**config.mk**
```make
export PLATFORM = sky130hd
export DESIGN_NAME = eth_recv_dds_mc
export DESIGN_NICKNAME = d
export VERILOG_FILES = /design/src/rtl/eth_recv_dds_mc.sv
export SDC_FILE = /design/constraint.sdc
export NUM_CORES = 1
export LEC_CHECK = 0
export BUFFER_PORTS_ARGS = -buffer_cell sky130_fd_sc_hd__buf_2
export CAP_MARGIN = 20
export CORE_MARGIN = 1.5
export CORE_UTILIZATION = 54
export DETAILED_ROUTE_END_ITERATION = 12
export GPL_TIMING_DRIVEN = 0
export PLACE_DENSITY = 0.77
export SETUP_SLACK_MARGIN = 0.3
export SYNTH_ARGS = -nofsm -noshare
export SYNTH_HDL_FRONTEND = slang
export SYNTH_SLANG_ARGS = --single-unit
```
**constraint.sdc**
```tcl
create_clock -name eth_rx_clk -period 10.7 [get_ports eth_rx_clk]
set_input_delay 1.07 -clock eth_rx_clk [delete_from_list [all_inputs] [get_ports eth_rx_clk]]
set_output_delay 1.07 -clock eth_rx_clk [all_outputs]
set_load 0.005 [all_outputs]
```
**src/rtl/eth_recv_dds_mc.sv**
```systemverilog
// eth_recv_dds_mc
// Multi-channel Ethernet DDS configuration receiver. It parses UDP payload
// words into per-channel DDS settings. Each packet is validated against the
// magic value, the channel index and the length before anything changes.
// Payload fields are staged in shadow registers. A valid packet copies them
// into one channel in a single cycle.
// Optional feature: define DDS_CFG_CHKSUM_EN to require a seventh word.
// That word must equal the wrapping sum of w0..w5. The packet is then 28
// bytes, and a mismatch rejects it with err_code 6.
module eth_recv_dds_mc #(
  parameter int          NUM_CH  = 2,
  parameter logic [15:0] MAGIC   = 16'hDD5C,
  parameter logic [8:0]  AMP_MAX = 9'd256
) (
  input  logic                 eth_rx_clk,
  input  logic                 rst,
  input  logic                 rec_pkt_done,
  input  logic                 rec_en,
  input  logic [31:0]          rec_data,
  input  logic [15:0]          rec_byte_num,
  output logic [NUM_CH*4-1:0]  wave_select,
  output logic [NUM_CH*9-1:0]  amp_ctl,
  output logic [NUM_CH*32-1:0] freq_ctl,
  output logic [NUM_CH*32-1:0] min_ctl,
  output logic [NUM_CH*12-1:0] phase_ctl,
  output logic [NUM_CH-1:0]    cfg_update,
  output logic                 pkt_err,
  output logic [2:0]           err_code,
  output logic [15:0]          err_cnt
);

`ifdef DDS_CFG_CHKSUM_EN
  localparam logic [2:0] NW = 3'd7;
`else
  localparam logic [2:0] NW = 3'd6;
`endif
  localparam logic [15:0] PKT_BYTES = {11'd0, NW, 2'b00};
  localparam logic [7:0]  NUM_CH8   = 8'(NUM_CH);

  localparam logic [1:0] S_HDR    = 2'd0;
  localparam logic [1:0] S_PAY    = 2'd1;
  localparam logic [1:0] S_DROP   = 2'd2;
  localparam logic [1:0] S_COMMIT = 2'd3;

  localparam logic [2:0] E_NONE  = 3'd0;
  localparam logic [2:0] E_MAGIC = 3'd1;
  localparam logic [2:0] E_CH    = 3'd2;
  localparam logic [2:0] E_SHORT = 3'd3;
  localparam logic [2:0] E_OVR   = 3'd4;
  localparam logic [2:0] E_BYTES = 3'd5;
`ifdef DDS_CFG_CHKSUM_EN
  localparam logic [2:0] E_CHK   = 3'd6;
`endif

  logic [1:0]  r_state;
  logic [2:0]  r_cnt;
  logic [3:0]  r_ch;
  logic [2:0]  r_err_pend;
  logic [3:0]  r_sh_wave;
  logic [8:0]  r_sh_amp;
  logic [31:0] r_sh_freq;
  logic [31:0] r_sh_min;
  logic [11:0] r_sh_phase;
`ifdef DDS_CFG_CHKSUM_EN
  logic [31:0] r_sum;
  logic [31:0] r_sh_chk;
  logic [31:0] w_chk;
`endif
  logic        r_pkt_err;
  logic [2:0]  r_err_code;
  logic [15:0] r_err_cnt;
  logic [NUM_CH-1:0] r_upd;

  logic [1:0]  w_nstate;
  logic        w_fire;
  logic [2:0]  w_fcode;
  logic [2:0]  w_pend;
  logic        w_store;
  logic        w_hdr_ok;
  logic [2:0]  w_hdr_code;
  logic [2:0]  w_cnt_fin;
  logic [8:0]  w_amp;
  logic [NUM_CH-1:0] w_commit;

  assign w_hdr_code = (rec_data[31:16] != MAGIC) ? E_MAGIC :
                      (rec_data[7:0] >= NUM_CH8)  ? E_CH    : E_NONE;
  // The final word may arrive in the same cycle as rec_pkt_done, so it is counted first.
  assign w_cnt_fin  = r_cnt + {2'b00, rec_en};
  assign w_amp      = (rec_data[8:0] > AMP_MAX) ? AMP_MAX : rec_data[8:0];
`ifdef DDS_CFG_CHKSUM_EN
  assign w_chk      = (rec_en && r_cnt == 3'd6) ? rec_data : r_sh_chk;
`endif

  // Next-state logic plus error detection. The first error seen in a packet wins.
  always_comb begin
    w_nstate = r_state;
    w_fire   = 1'b0;
    w_fcode  = E_NONE;
    w_pend   = r_err_pend;
    w_store  = 1'b0;
    w_hdr_ok = 1'b0;
    case (r_state)
      S_HDR: begin
        if (rec_en) begin
          if (w_hdr_code != E_NONE) begin
            if (rec_pkt_done) begin
              w_fire  = 1'b1;
              w_fcode = w_hdr_code;
            end else begin
              w_pend   = w_hdr_code;
              w_nstate = S_DROP;
            end
          end else begin
            w_hdr_ok = 1'b1;
            if (rec_pkt_done) begin
              w_fire  = 1'b1;
              w_fcode = E_SHORT;
            end else begin
              w_nstate = S_PAY;
            end
          end
        end else if (rec_pkt_done) begin
          w_fire  = 1'b1;
          w_fcode = E_SHORT;
        end
      end
      S_PAY: begin
        if (rec_en && r_cnt == NW) begin
          if (rec_pkt_done) begin
            w_fire   = 1'b1;
            w_fcode  = E_OVR;
            w_nstate = S_HDR;
          end else begin
            w_pend   = E_OVR;
            w_nstate = S_DROP;
          end
        end else begin
          w_store = rec_en;
          if (rec_pkt_done) begin
            w_nstate = S_HDR;
            if (w_cnt_fin != NW) begin
              w_fire  = 1'b1;
              w_fcode = E_SHORT;
            end else if (rec_byte_num != PKT_BYTES) begin
              w_fire  = 1'b1;
              w_fcode = E_BYTES;
`ifdef DDS_CFG_CHKSUM_EN
            end else if (r_sum != w_chk) begin
              w_fire  = 1'b1;
              w_fcode = E_CHK;
`endif
            end else begin
              w_nstate = S_COMMIT;
            end
          end
        end
      end
      S_DROP: begin
        if (rec_pkt_done) begin
          w_fire   = 1'b1;
          w_fcode  = r_err_pend;
          w_nstate = S_HDR;
        end
      end
      S_COMMIT: w_nstate = S_HDR;
      default:  w_nstate = S_HDR;
    endcase
  end

  // FSM state, word counter, channel latch and shadow staging of payload words.
  always_ff @(posedge eth_rx_clk or posedge rst) begin
    if (rst) begin
      r_state    <= S_HDR;
      r_cnt      <= 3'd0;
      r_ch       <= 4'd0;
      r_err_pend <= E_NONE;
      r_sh_wave  <= 4'd0;
      r_sh_amp   <= 9'd0;
      r_sh_freq  <= 32'd0;
      r_sh_min   <= 32'd0;
      r_sh_phase <= 12'd0;
`ifdef DDS_CFG_CHKSUM_EN
      r_sum      <= 32'd0;
      r_sh_chk   <= 32'd0;
`endif
    end else begin
      r_state    <= w_nstate;
      r_err_pend <= w_pend;
      if (w_hdr_ok) begin
        r_ch  <= rec_data[3:0];
        r_cnt <= 3'd1;
`ifdef DDS_CFG_CHKSUM_EN
        r_sum <= rec_data;
`endif
      end
      if (w_store) begin
        r_cnt <= r_cnt + 3'd1;
        case (r_cnt)
          3'd1: r_sh_wave  <= rec_data[3:0];
          3'd2: r_sh_amp   <= w_amp;
          3'd3: r_sh_freq  <= rec_data;
          3'd4: r_sh_min   <= rec_data;
          3'd5: r_sh_phase <= rec_data[11:0];
`ifdef DDS_CFG_CHKSUM_EN
          3'd6: r_sh_chk   <= rec_data;
`endif
          default: ;
        endcase
`ifdef DDS_CFG_CHKSUM_EN
        if (r_cnt <= 3'd5) r_sum <= r_sum + rec_data;
`endif
      end
    end
  end

  // Reject reporting: a one-cycle pulse, a sticky code and a saturating count.
  always_ff @(posedge eth_rx_clk or posedge rst) begin
    if (rst) begin
      r_pkt_err  <= 1'b0;
      r_err_code <= E_NONE;
      r_err_cnt  <= 16'd0;
    end else begin
      r_pkt_err <= w_fire;
      if (w_fire) begin
        r_err_code <= w_fcode;
        if (r_err_cnt != 16'hFFFF) r_err_cnt <= r_err_cnt + 16'd1;
      end
    end
  end

  // The commit strobe is registered, so it lines up with the new channel values.
  always_ff @(posedge eth_rx_clk or posedge rst) begin
    if (rst) r_upd <= '0;
    else     r_upd <= w_commit;
  end

  for (genvar g = 0; g < NUM_CH; g++) begin : g_ch
    logic [3:0]  r_wave;
    logic [8:0]  r_amp;
    logic [31:0] r_freq;
    logic [31:0] r_min;
    logic [11:0] r_phase;

    assign w_commit[g] = (r_state == S_COMMIT) && (r_ch == 4'(g));

    // Copy the shadow registers into this channel only when it is the one addressed.
    always_ff @(posedge eth_rx_clk or posedge rst) begin
      if (rst) begin
        r_wave  <= 4'd0;
        r_amp   <= 9'd256;
        r_freq  <= 32'd3615292;
        r_min   <= 32'd0;
        r_phase <= 12'd1024;
      end else if (w_commit[g]) begin
        r_wave  <= r_sh_wave;
        r_amp   <= r_sh_amp;
        r_freq  <= r_sh_freq;
        r_min   <= r_sh_min;
        r_phase <= r_sh_phase;
      end
    end

    assign wave_select[4*g +: 4]  = r_wave;
    assign amp_ctl[9*g +: 9]      = r_amp;
    assign freq_ctl[32*g +: 32]   = r_freq;
    assign min_ctl[32*g +: 32]    = r_min;
    assign phase_ctl[12*g +: 12]  = r_phase;
  end

  assign cfg_update = r_upd;
  assign pkt_err    = r_pkt_err;
  assign err_code   = r_err_code;
  assign err_cnt    = r_err_cnt;

endmodule

```
---- Word level (Yosys, flattened, before mapping) ----
Cells that the tools add are included.
cells by class
  add/sub/neg operators ................... 3
  $mul .................................... 0
  div/mod/pow operators ................... 0
  $lt $le $gt $ge ......................... 2
  equality and inequality tests ........... 21
  shift-type cells ........................ 0
  muxes and demuxes ....................... 44
  bitwise gates (word level) .............. 0
  reduce and logical (&&, ||, !) cells .... 17
operators with widths
  cell                     number
  $mux W3                  15
  $ne A16 B16 Y1 const B   2
  $mux W2                  14
  $add A16 B1 Y16 const B  1
  $ne A16 B5 Y1 const B    1
  $ne A2 B2 Y1 const B     6
  $reduce_and A2 Y1        6
  $mux W1                  10
  $eq A3 B3 Y1 const B     3
  $gt A9 B9 Y1 const B     1
  $mux W9                  1
  $pmux W3 S3              1
  $ge A8 B2 Y1 const B     1
  $pmux W2 S4              1
  $eq A3 B2 Y1 const B     2
  $ne A3 B3 Y1 const B     2
  $pmux W3 S2              1
  $reduce_and A6 Y1        1
  $eq A2 B2 Y1 const B     2
  $eq A4 B1 Y1 const B     1
  $logic_not A4 Y1         1
  $reduce_and A4 Y1        1
  $reduce_bool A2 Y1       2
  $add A3 B1 Y3            1
  8 further kinds          10
storage, ports and cells
  bits in registers ....................... 301
  bits in latches ......................... 0
  RAM bits ................................ 0
  ROM bits ................................ 0
  bits of input ports ..................... 52
  output and inout port bits .............. 200
  memories kept ........................... 0

---- Depth between registers and ports, before layout ----
  depth in word-level cells ............... 9
  gate-level depth with buffers ........... 8

---- Least setup slack after synthesis ----
OpenSTA, ideal clock, no wires.
  kind .................................... input to register
  start point ............................. in rec_en
  end point ............................... reg r_err_cnt[14], in the netlist err_cnt[14]
  setup time .............................. 0.125 ns
  data arrival time ....................... 2.662 ns
  required time ........................... 10.575 ns
  setup slack ............................. 7.913 ns
  cell stages on the path ................. 7
  cells stage by stage .................... ha_1 -> ha_1 -> nor3b_2 -> a41o_1 -> buf_4 -> nor4_2 -> mux2_2
between the ends
  word-level cells in the longest chain between the ends .. 7
RTL lines
  item                                  RTL line  text
  start, declared                       18        input logic rec_en,
  $add A3 B1 Y3                         88        assign w_cnt_fin = r_cnt + {2'b00, rec_en};
  $ne A3 B3 Y1                          141       if (w_cnt_fin != NW) begin
  $mux W1                               141
  $mux W1                               139       if (rec_pkt_done) begin
  $mux W1 *                             128       if (rec_en && r_cnt == NW) begin
  $pmux W1 S2 *                         102       case (r_state)
  $reduce_and A2 Y1 (no source line) *  -
  end signal, assigned                  226       if (r_err_cnt != 16'hFFFF) r_err_cnt <= r_err_cnt + 16'd1;
  end, declared                         71        logic [15:0] r_err_cnt;
Every way passes the cells marked *; elsewhere a longest branch is shown, timed or not.
A chain may end at the register's enable or synchronous reset.

---- Worst setup path in the final report ----
Same ends and word-level chain as after synthesis.

==> reports/summary.txt <==
=================================================================================================
Final clock period utilization by the worst path                                            23.5%
EDFF count, synth                                                                               0
Share of the yosys chip area belonging to registers                                         64.2%
Maximum clock skew at final layout                                                        15.3 ps
Synth Area per Inst                                                                      15.6 µm²
Number of synthesized register bits                                                           301
Global routing's busiest layer                                                               met2
Antenna violations before repair                                                                2
Iter 0 DRT Violations                                                                         210
Combinational Power Share                                                                    3.9%
GRT Total Usage                                                                             23.4%
Clock network fraction of design power                                                      48.3%
Family with the most delay on the worst path                                          adder cells
Type of the worst min-delay path                                                     flop to flop
Overall die width                                                                          151 µm
Total power after layout                                                                  2.46 mW
Via-to-Cell Ratio                                                                            5.39
Power per cell area                                                                    168 nW/µm²
Cell types with the highest counts after synthesis                                   dfrtp_1, mux2_2, dfstp_2, nand2_1, buf_2
Count of buffers from port buffering                                                          251
Grt met2 use                                                                                38.7%
Global placement routability congestion                                                     0.774
Worst path bufs/invs                                                                            2
Worst-path clk slew                                                                         60 ps
Rel. slew slack                                                                             51.1%
Met3 track utilization from global routing                                                  4.97%
CP max FO                                                                                      10
Post-cts hold buffer count                                                                      0
Die height                                                                                 151 µm
Placed wire-length estimate                                                               18.2 mm
Unrepaired setup endpoints after global routing                                             false
Data required time at the worst endpoint                                                 11120 ps
Number of gates given a new drive strength after cts                                            0
Fraction of final layout cells sized beyond drive strength 1                                59.4%
Total detailed-routing wirelength                                                         26.2 mm
Number of distinct library cell variants in the gate-level netlist after synthesis             53
Leakage power                                                                             8.01 nW
Post-synth top area share                                                                   57.9%
Effective utilization at floorplan                                                          55.6%
Maximum VDD drop                                                                       0.000103 V
TritonCTS Sinks                                                                               301
Cells after DPL                                                                              1285
Net switching fraction of the power                                                         20.7%
Standard cell with the maximum stage delay on the critical path                            mux2_2
Count of final hold-check violations                                                            0
Highest Clock Rate                                                                        398 MHz
First-pass detailed-route iteration total                                                       4
Cell types with the largest area share after synthesis                               dfrtp_1, mux2_2, dfstp_2
Global routing usage on met1                                                                32.0%
H-tree depth reported by CTS                                                                    1
Switching power of the nets                                                              0.508 mW
Top-level port count                                                                          252
Proportion of register bits with asynchronous set or reset after synthesis                   100%
TritonCTS buffer count                                                                         31
Setup-failing EPs final                                                                         0
Predominant post-synthesis flop cell                                                      dfrtp_1
Arrival time at the worst endpoint                                                        2930 ps
Synthesis warning total                                                                         0
Critical path startpoint category                                                    primary input
Global-route wire length before repair                                                    41.4 mm
Largest net degree at the start of global routing                                             121
Internal power component                                                                  1.95 mW
Actual transition at the worst max-transition pin                                          733 ps
Via count of the first global-routing pass                                                   7604
Post-synthesis instance area                                                            11800 µm²
Minimum clock period after layout                                                         2510 ps
Outcome                                                                              finished clean
Fin cells                                                                                    1344
Per-cell routed wire length                                                               19.5 µm
Dominant cell by count in the synthesized netlist                                         dfrtp_1
Endpoint type of the worst setup path                                                        flop
Post-Syn Nets                                                                                 817
Final net count                                                                              1103
Cell type with the highest occurrence count on the critical path                             ha_1
Core outline area                                                                       21200 µm²
CP Cell Sequence                                                                     buf_2, ha_1, ha_1, xnor2_2, nor3b_2, a41o_1, buf_4, nor4_2, mux2_2
Area of the die                                                                         22700 µm²
Insertion delay of the later-clocked pin in the worst-skew pair                            540 ps
Type of the worst setup path                                                         primary input to flop
Post-Syn Instances                                                                            757
Part of the total power dissipated in sequential elements                                   47.8%
Synthesis-to-layout area growth                                                             23.8%
Standard-cell rows                                                                             53
Synth area leader                                                                         dfrtp_1
Routed vias                                                                                  7250
DRT antenna net count                                                                           0
Clk buf depth                                                                                   3
Critical path's largest stage delay                                                        360 ps
Total setup buffers inserted after CTS                                                          0
TritonCTS clock tree                                                                         done
Max-cap check violation count                                                                   0
Clk Tree Root Cell                                                                      clkbuf_16
Slew Limit Fails                                                                                0
DRC Markers                                                                                     0
Aggregate global routing overflow                                                               0
=================================================================================================
==> final cells by class <==
class                   count  area [µm²]
clock buffers              44         875
fillers                  1544        6620
plain buffers              34         168
well taps                 275         344
diodes                      2        5.00
clock inverters            13         268
inverters                  10        45.0
repair buffers            253        1310
multi-input cells         412        4020
flip-flops and latches    301        7570
==> flip-flops by register name, indices dropped and copies added (netlist names), 3 cells and up <==
| signal | flops |
|---|---|
| g_ch.r_freq | 64 |
| g_ch.r_min | 64 |
| r_sh_freq | 32 |
| r_sh_min | 32 |
| g_ch.r_phase | 24 |
| g_ch.r_amp | 18 |
| err_cnt | 16 |
| r_sh_phase | 12 |
| r_sh_amp | 9 |
| g_ch.r_wave | 8 |
| r_ch | 4 |
| r_sh_wave | 4 |
| err_code | 3 |
| r_cnt | 3 |
| r_err_pend | 3 |
==> kinds of logic after synthesis <==
logic type	synth area share, %
flip-flops	64.2
multiplexers	25.1
AND/OR/NAND/NOR	5.00
buffers and inverters	1.74
AO/OA/AOI/OAI	2.01
XOR/XNOR	1.10
adder cells (fa/ha/maj)	0.849
==> through the flow <==
stage | hold WS [ps] | setup WS, ps | util, % | area, µm² | setup TNS [ps]
3_3_place_gp | 464 | -1760 | 63.1 | 13400 | -470850
4_1_cts | 491 | 8190 | 68.8 | 14600 | 0
5_1_grt | 514 | 8090 | 68.8 | 14600 | 0
3_5_place_dp | 477 | 7630 | 63.4 | 13500 | 0
6_report | 492 | 8190 | 68.8 | 14600 | 0
2_1_floorplan | 452 | 1360 | - | 11800 | 0
==> worst paths after layout <==
kind | from | endpoint | slack (ps) | cells past startpoint
setup reg to reg | r_cnt[0] | err_cnt[14] | 8360 | 7
min in group asynchronous | rst | g_ch[1].r_freq[28] | 670 | 2
setup / recovery | rec_en | err_cnt[14] | 8190 | 9
max in group asynchronous | rst | g_ch[1].r_min[11] | 8980 | 3
hold / removal | r_err_pend[1] | r_err_pend[1] | 490 | 2
hold reg to reg | r_err_pend[1] | r_err_pend[1] | 490 | 2
==> power groups by stage <==
stage	logic [mW]	registers (mW)	clock network, mW
floorplan	0.0489	1.19	0
global placement	0.0928	1.19	0
detailed placement	0.0981	1.19	0
CTS	0.0982	1.17	1.21
global route	0.109	1.18	1.26
finish	0.0957	1.18	1.19
==> worst register-to-register path: cells and delay by family, from the launching register on <==
family	cells	cell delay [ps]
muxes	1	360
and+or+nand+nor	2	510
AOI/OAI and AO/OA	1	320
adders and majority gates	1	250
DFF	1	450
buffers and inverters	2	330
==> layer usage <==
layer | up-vias | wire length [µm]
met3 | 28 | 1550
li1 | 3273 | -
met5 | - | 0
met2 | 209 | 12800
met1 | 3740 | 11400
met4 | 0 | 391
==> placed cells by master, fill, tap and decap left out, types with 2 or more instances in the layout <==
| master | n |
|---|---|
| a211o_1 | 2 |
| a21oi_1 | 3 |
| a21oi_2 | 2 |
| a22o_1 | 7 |
| a31oi_1 | 2 |
| and2_2 | 3 |
| and4b_2 | 2 |
| buf_16 | 2 |
| buf_2 | 271 |
| buf_4 | 2 |
| bufinv_16 | 8 |
| clkbuf_1 | 18 |
| clkbuf_16 | 31 |
| clkbuf_8 | 5 |
| clkinv_2 | 4 |
| dfrtp_1 | 273 |
| dfstp_2 | 28 |
| diode_2 | 2 |
| ha_1 | 8 |
| inv_1 | 9 |
| mux2_2 | 262 |
| nand2_1 | 22 |
| nand2b_1 | 7 |
| nand3_1 | 10 |
| nand4_1 | 6 |
| nor2_1 | 5 |
| nor2b_1 | 5 |
| nor3_1 | 3 |
| nor3b_1 | 2 |
| nor4_1 | 14 |
| nor4_2 | 2 |
| o21ai_0 | 9 |
| xnor2_1 | 3 |
| xor2_1 | 10 |
Note: power is estimated with default switching activity, not from simulation.
